### config.mk
export PLATFORM = sky130hd
export DESIGN_NAME = spi_reg_bank
export DESIGN_NICKNAME = d
export VERILOG_FILES = /design/src/rtl/spi_reg_bank.sv
export SDC_FILE = /design/constraint.sdc
export NUM_CORES = 1
export LEC_CHECK = 0
export CAP_MARGIN = 20
export CORE_MARGIN = 5
export CORE_UTILIZATION = 46
export CTS_CLUSTER_DIAMETER = 200
export DETAILED_ROUTE_END_ITERATION = 12
export PLACE_DENSITY_LB_ADDON = 0.2
export RECOVER_POWER = 100
export SYNTH_ARGS = -nofsm -noshare
export SYNTH_HDL_FRONTEND = slang
export SYNTH_SLANG_ARGS = --single-unit
### constraint.sdc
create_clock -name clk -period 2.75 [get_ports clk]
set_input_delay 0.275 -clock clk [delete_from_list [all_inputs] [get_ports clk]]
set_output_delay 0.275 -clock clk [all_outputs]
set_load 0.05 [all_outputs]
### src/rtl/spi_reg_bank.sv
// SPI Mode 0 slave register bank: control, 24-bit frequency, volume, wavetable, status.
// Optional MISO readback path enabled by defining SPI_READBACK_EN.
module spi_reg_bank #(
  parameter int         WT_DEPTH = 8,
  parameter logic [6:0] WT_BASE  = 7'h10
) (
  input  logic                  clk,
  input  logic                  rst_n,
  input  logic                  spi_mosi,
  input  logic                  spi_sck,
  input  logic                  spi_cs,
  output logic                  spi_miso,
  output logic                  spi_miso_oe,
  input  logic                  status_gate_active,
  input  logic                  status_osc_running,
  output logic [7:0]            reg_control,
  output logic [23:0]           reg_freq,
  output logic [7:0]            reg_volume,
  output logic [8*WT_DEPTH-1:0] wavetable,
  output logic                  wr_strobe,
  output logic [6:0]            wr_addr
);

  localparam int         IW        = (WT_DEPTH > 1) ? $clog2(WT_DEPTH) : 1;
  localparam logic [6:0] WT_LAST   = 7'(WT_BASE + WT_DEPTH - 1);
  localparam logic [6:0] STAT_ADDR = 7'(WT_BASE + WT_DEPTH);

  typedef enum logic [1:0] {IDLE, CMD, WRITE, READ} state_t;

  state_t      state_q, state_d;
  logic [1:0]  mosi_s, sck_s, cs_s;
  logic        sck_d;
  logic [1:0]  rst_pipe;
  logic        armed;
  logic [6:0]  shift_in;
  logic [2:0]  bit_cnt;
  logic [6:0]  addr;
  logic        wr_pend;
  logic [7:0]  wr_data;
  logic [7:0]  wt_mem [WT_DEPTH];

  logic       active, sck_rise, byte_end;
  logic [7:0] rx_byte;

  // armed only after the synchroniser has seen a real cs-high since reset
  assign active   = armed & ~cs_s[1];
  assign sck_rise = active & sck_s[1] & ~sck_d;
  assign byte_end = sck_rise & (bit_cnt == 3'd7);
  assign rx_byte  = {shift_in, mosi_s[1]};

  function automatic logic is_wt(input logic [6:0] a);
    return (a >= WT_BASE) && (a <= WT_LAST);
  endfunction

  function automatic logic is_wr(input logic [6:0] a);
    return (a == 7'h00) || (a >= 7'h02 && a <= 7'h05) || is_wt(a);
  endfunction

  for (genvar i = 0; i < WT_DEPTH; i++) begin : g_wt
    assign wavetable[8*i +: 8] = wt_mem[i];
  end

  always_comb begin
    state_d = state_q;
    if (cs_s[1]) state_d = IDLE;
    else if (sck_rise) begin
      case (state_q)
        IDLE:    state_d = CMD;
        CMD:     if (bit_cnt == 3'd7) state_d = rx_byte[7] ? READ : WRITE;
        default: state_d = state_q;
      endcase
    end
  end

`ifdef SPI_READBACK_EN
  logic [7:0] tx_sh;
  logic [2:0] tx_cnt;
  logic       sck_fall;

  assign sck_fall = active & ~sck_s[1] & sck_d;
  assign spi_miso = (state_q == READ) & tx_sh[7];

  function automatic logic [7:0] rd_mux(input logic [6:0] a);
    logic [7:0] d;
    d = 8'h00;
    case (a)
      7'h00:   d = reg_control;
      7'h02:   d = reg_freq[7:0];
      7'h03:   d = reg_freq[15:8];
      7'h04:   d = reg_freq[23:16];
      7'h05:   d = reg_volume;
      default: begin
        if (a == STAT_ADDR) d = {6'b0, status_osc_running, status_gate_active};
        else if (is_wt(a))  d = wt_mem[IW'(a - WT_BASE)];
      end
    endcase
    return d;
  endfunction
`else
  logic unused_status;
  assign unused_status = status_gate_active ^ status_osc_running;
  assign spi_miso      = 1'b0;
  assign spi_miso_oe   = 1'b0;
`endif

  always_ff @(posedge clk) begin
    if (!rst_n) begin
      state_q     <= IDLE;
      mosi_s      <= 2'b00;
      sck_s       <= 2'b00;
      cs_s        <= 2'b11;
      sck_d       <= 1'b0;
      rst_pipe    <= 2'b00;
      armed       <= 1'b0;
      shift_in    <= '0;
      bit_cnt     <= '0;
      addr        <= '0;
      wr_pend     <= 1'b0;
      wr_data     <= '0;
      wr_strobe   <= 1'b0;
      wr_addr     <= '0;
      reg_control <= 8'h00;
      reg_freq    <= 24'h000000;
      reg_volume  <= 8'hFF;
      for (int i = 0; i < WT_DEPTH; i++) wt_mem[i] <= 8'((i * 255) / (WT_DEPTH - 1));
`ifdef SPI_READBACK_EN
      tx_sh       <= '0;
      tx_cnt      <= '0;
      spi_miso_oe <= 1'b0;
`endif
    end else begin
      mosi_s    <= {mosi_s[0], spi_mosi};
      sck_s     <= {sck_s[0], spi_sck};
      cs_s      <= {cs_s[0], spi_cs};
      sck_d     <= sck_s[1];
      rst_pipe  <= {rst_pipe[0], 1'b1};
      if (rst_pipe[1] && cs_s[1]) armed <= 1'b1;
      state_q   <= state_d;
      wr_strobe <= 1'b0;

      // a completed byte commits one clk later, even if cs rises meanwhile
      if (wr_pend) begin
        wr_pend <= 1'b0;
        addr    <= addr + 7'd1;
        if (is_wr(addr)) begin
          wr_strobe <= 1'b1;
          wr_addr   <= addr;
          case (addr)
            7'h00:   reg_control       <= wr_data;
            7'h02:   reg_freq[7:0]     <= wr_data;
            7'h03:   reg_freq[15:8]    <= wr_data;
            7'h04:   reg_freq[23:16]   <= wr_data;
            7'h05:   reg_volume        <= wr_data;
            default: wt_mem[IW'(addr - WT_BASE)] <= wr_data;
          endcase
        end
      end

      if (cs_s[1]) bit_cnt <= '0;
      else if (sck_rise) begin
        shift_in <= rx_byte[6:0];
        bit_cnt  <= bit_cnt + 3'd1;
        if (state_q == CMD && bit_cnt == 3'd7) addr <= rx_byte[6:0];
        if (state_q == WRITE && byte_end) begin
          wr_pend <= 1'b1;
          wr_data <= rx_byte;
        end
      end

`ifdef SPI_READBACK_EN
      spi_miso_oe <= ~cs_s[1];
      if (cs_s[1] || state_q != READ) tx_cnt <= '0;
      else if (sck_fall) begin
        tx_cnt <= tx_cnt + 3'd1;
        if (tx_cnt == 3'd0) begin
          tx_sh <= rd_mux(addr);
          addr  <= addr + 7'd1;
        end else tx_sh <= {tx_sh[6:0], 1'b0};
      end
`endif
    end
  end

endmodule

==> flow_metrics.tcl, run 1 <==
set metrics [dict create \
    synth-simple-area-share_pct 19.58 \
    cts_root_buf "clkbuf_16" \
    fmax_mhz 392.2 \
    grt_overflow_total 0 \
    final_cell_mix "dlygate4sd3_1 (113), dfxtp_1 (86), nand2_1 (68), edfxtp_1 (64), nor2_1 (41)" \
    die_h_um 121.7 \
    placed_cells 788 \
    final_common_cell "dlygate4sd3_1" \
    die_x_um 121.7 \
    yosys.area.top_type_share_pct 33.49 \
    ys.warnings.count 0 \
    violations "max-capacitance violations, max-slew violations" \
    nFillCells 979 \
    path_max_fanout 6 \
    post-route-drc-count 0 \
    syn_area_sq_um 5739 \
    clockBufferDepth 2 \
    postCtsHoldBufs 0 \
    maxSlewViolCount 39 \
    muxShareOfSynthArea_pct 5.930 \
    final_antenna_net_count 0 \
    yosysSeqAreaShare_pct 63.48 \
    crit_type "reg -> reg" \
    stdcell_count 820 \
    grt_max_degree 55 \
    clkLatencyLatePin_ns 0.42 \
    setup_viol 0 \
    synth_seq_cells 150 \
    port_buffers 116 \
    hold_class "reg -> reg" \
    synth_top_family_by_area "simple AND/OR/NAND/NOR gates" \
    drt_wl_total_um 13390 \
    vdd_drop_max_mv 0.3431 \
    p_leak_uw 0.002952 \
    synth.distinct_cells 45 \
    synth.largest_area_cell "edfxtp_1" \
    tightest_slew_ns 1.581 \
    cts_setup_buffers 0 \
    ys.flop_type "dfxtp_1" \
    routedWlPerCell_um 16.33 \
    async_flop_share_pct 0 \
    multi_input_area_sq_um 1936 \
    finalCritPeriodShare_pct 92.72 \
    synth_area_leaders "edfxtp_1 (33%), dfxtp_1 (30%), mux2i_1 (5.9%)" \
    htreeDepth 4 \
    arrival_ns 2.71 \
    vias_per_cell 5.099 \
    diodes 0 \
    slew_headroom_pct -5.374 \
    cts_tree "yes" \
    crit_required_ns 2.91 \
    cts.sinks 150 \
    drtIter0Drc 243 \
    path_clk_slew_ns 0.06 \
    seq_area_sq_um 3643 \
    post_synth_fa_ha_maj_area_fraction_pct 1.308 \
    gp_congestion 0.8429 \
    synth_edf_count 64 \
    syn_to_final_growth_pct 34.10 \
    syn_inst 507 \
    finalSetupTns_ns 0 \
    vias 4181 \
    antenna_found_initial 0 \
    rsz0062_at_grt "false" \
    firstDrtPassIters 5 \
    status "complete, but fails checks" \
    cts-resized-gates 0 \
    cp-end-kind "flop" \
    cts_buffers 17 \
    die_area_sq_um 14810 \
    row_count 40 \
    synth-xor-area-share_pct 1.068 \
    grt_pass1_wl_um 20990 \
    dpl.hpwl_um 9300 \
    nNetsFinal 652 \
    io_pins 121 \
    p_per_area_nw_per_um2 618.7 \
    final_layout_size_suffix_gt1_share_pct 8.742 \
    grt_pass1_vias 4024 \
    clock-skew-final_ns 0.01625 \
    synth_compound_area_share_pct 5.864 \
    min_period_ns 2.550 \
    hold_viol 0 \
    maxCapViolations 1 \
    start_util_pct 47.39 \
    avgSynthCellArea_sq_um 11.32 \
    core_area_sq_um 12110 \
    crit_path_start_kind "flop" \
    grtUsageTotal_pct 18.39 \
]
metal layers:
layer	up-vias	GRT usage, %	share of wire [%]
met5	-	0	0
met4	0	6.583	1.2
met3	15	5.850	7.3
met2	161	29.40	49
met1	1965	23.55	43
li1	2040	-	-
cells by family after synthesis:
group	after synthesis
buffers and inverters	38
and+or+nand+nor	221
muxes	34
other	1
DFF	150
xor gates and xnor gates	7
AOI/OAI and AO/OA	50
adders and majority gates	6
report_power, final:
| part | internal (uW) | switching [uW] | leakage (uW) |
|---|---|---|---|
| sequential | 2340 | 7.76 | 0.00125 |
| clock | 1340 | 920 | 0.000279 |
| combinational | 34.0 | 121 | 0.00142 |
Yosys cell counts (all sizes together) (2+ instances only):
master,instances
and3,4
or2,10
o21ai,13
inv,11
nor2,41
clkbuf,20
buf,7
nand2,68
nor2b,2
o211ai,8
nor3,6
edfxtp,64
xnor2,6
nand4,13
nor4,7
nor3b,2
and2,31
dfxtp,86
ha,6
nand2b,11
a211oi,7
mux2i,34
and4b,2
nand3,19
a21oi,17
stage by stage:
stage	instance area, sq um	utilization, %	total power [uW]	setup slack (ns)	hold WS (ns)
2_1_floorplan	5743	-	2509	0.08411	0.3027
3_3_place_gp	7168	59.18	2560	0.2431	0.3921
3_5_place_dp	7168	59.18	2564	0.2113	0.4016
4_1_cts	7747	63.97	4800	0.1886	0.3258
5_1_grt	7696	63.54	4920	0.03370	0.4318
6_report	7696	63.54	4761	0.2001	0.4142
cell type report:
class / count / area share, %
tap: 168 / 2.731
inverter: 11 / 0.5365
sequential: 150 / 47.34
multi-input combinational: 320 / 25.15
clock inverter: 15 / 2.000
clock buffer: 17 / 5.528
timing repair buffer: 139 / 16.71
path summary, 6_finish.rpt:
path                                         start                         end  slack (ns)  cells after the start
worst max-delay path            addr[0]$_SDFF_PN0_  wt_mem[7][1]$_SDFFCE_PN1P_        0.20                      8
worst min-delay path            cs_s[0]$_SDFF_PN1_          cs_s[1]$_SDFF_PN1_        0.41                      1
worst max register to register  addr[0]$_SDFF_PN0_  wt_mem[7][1]$_SDFFCE_PN1P_        0.20                      8
worst min register to register  cs_s[0]$_SDFF_PN1_          cs_s[1]$_SDFF_PN1_        0.41                      1
registers in the layout (all words and copies together) (netlist names):
register and cells:
shift_in 7, addr 7, reg_control 8, wr_strobe 1, bit_cnt 3, sck_d 1
sck_s 2, wr_pend 1, wr_addr 7, wr_data 8, rst_pipe 2, reg_freq 24
wt_mem 64, state_q 2, armed 1, mosi_s 2, cs_s 2, reg_volume 8
critical path, stage by stage, from the launching register on:
cell	delay, ns
dfxtp_1	0.31
inv_1	0.20
ha_1	0.25
clkbuf_1	0.16
nor4_1	0.07
buf_4	0.16
a2111oi_2	0.63
nand3_1	0.20
or2_2	0.32
Note: power is estimated with default switching activity, not from simulation.
==> run 2: changes to the inputs <==
- CTS_CLUSTER_SIZE: default -> 10
==> results of run 2 <==
No change in the layout: final DEF, timing and power equal those of run 1.
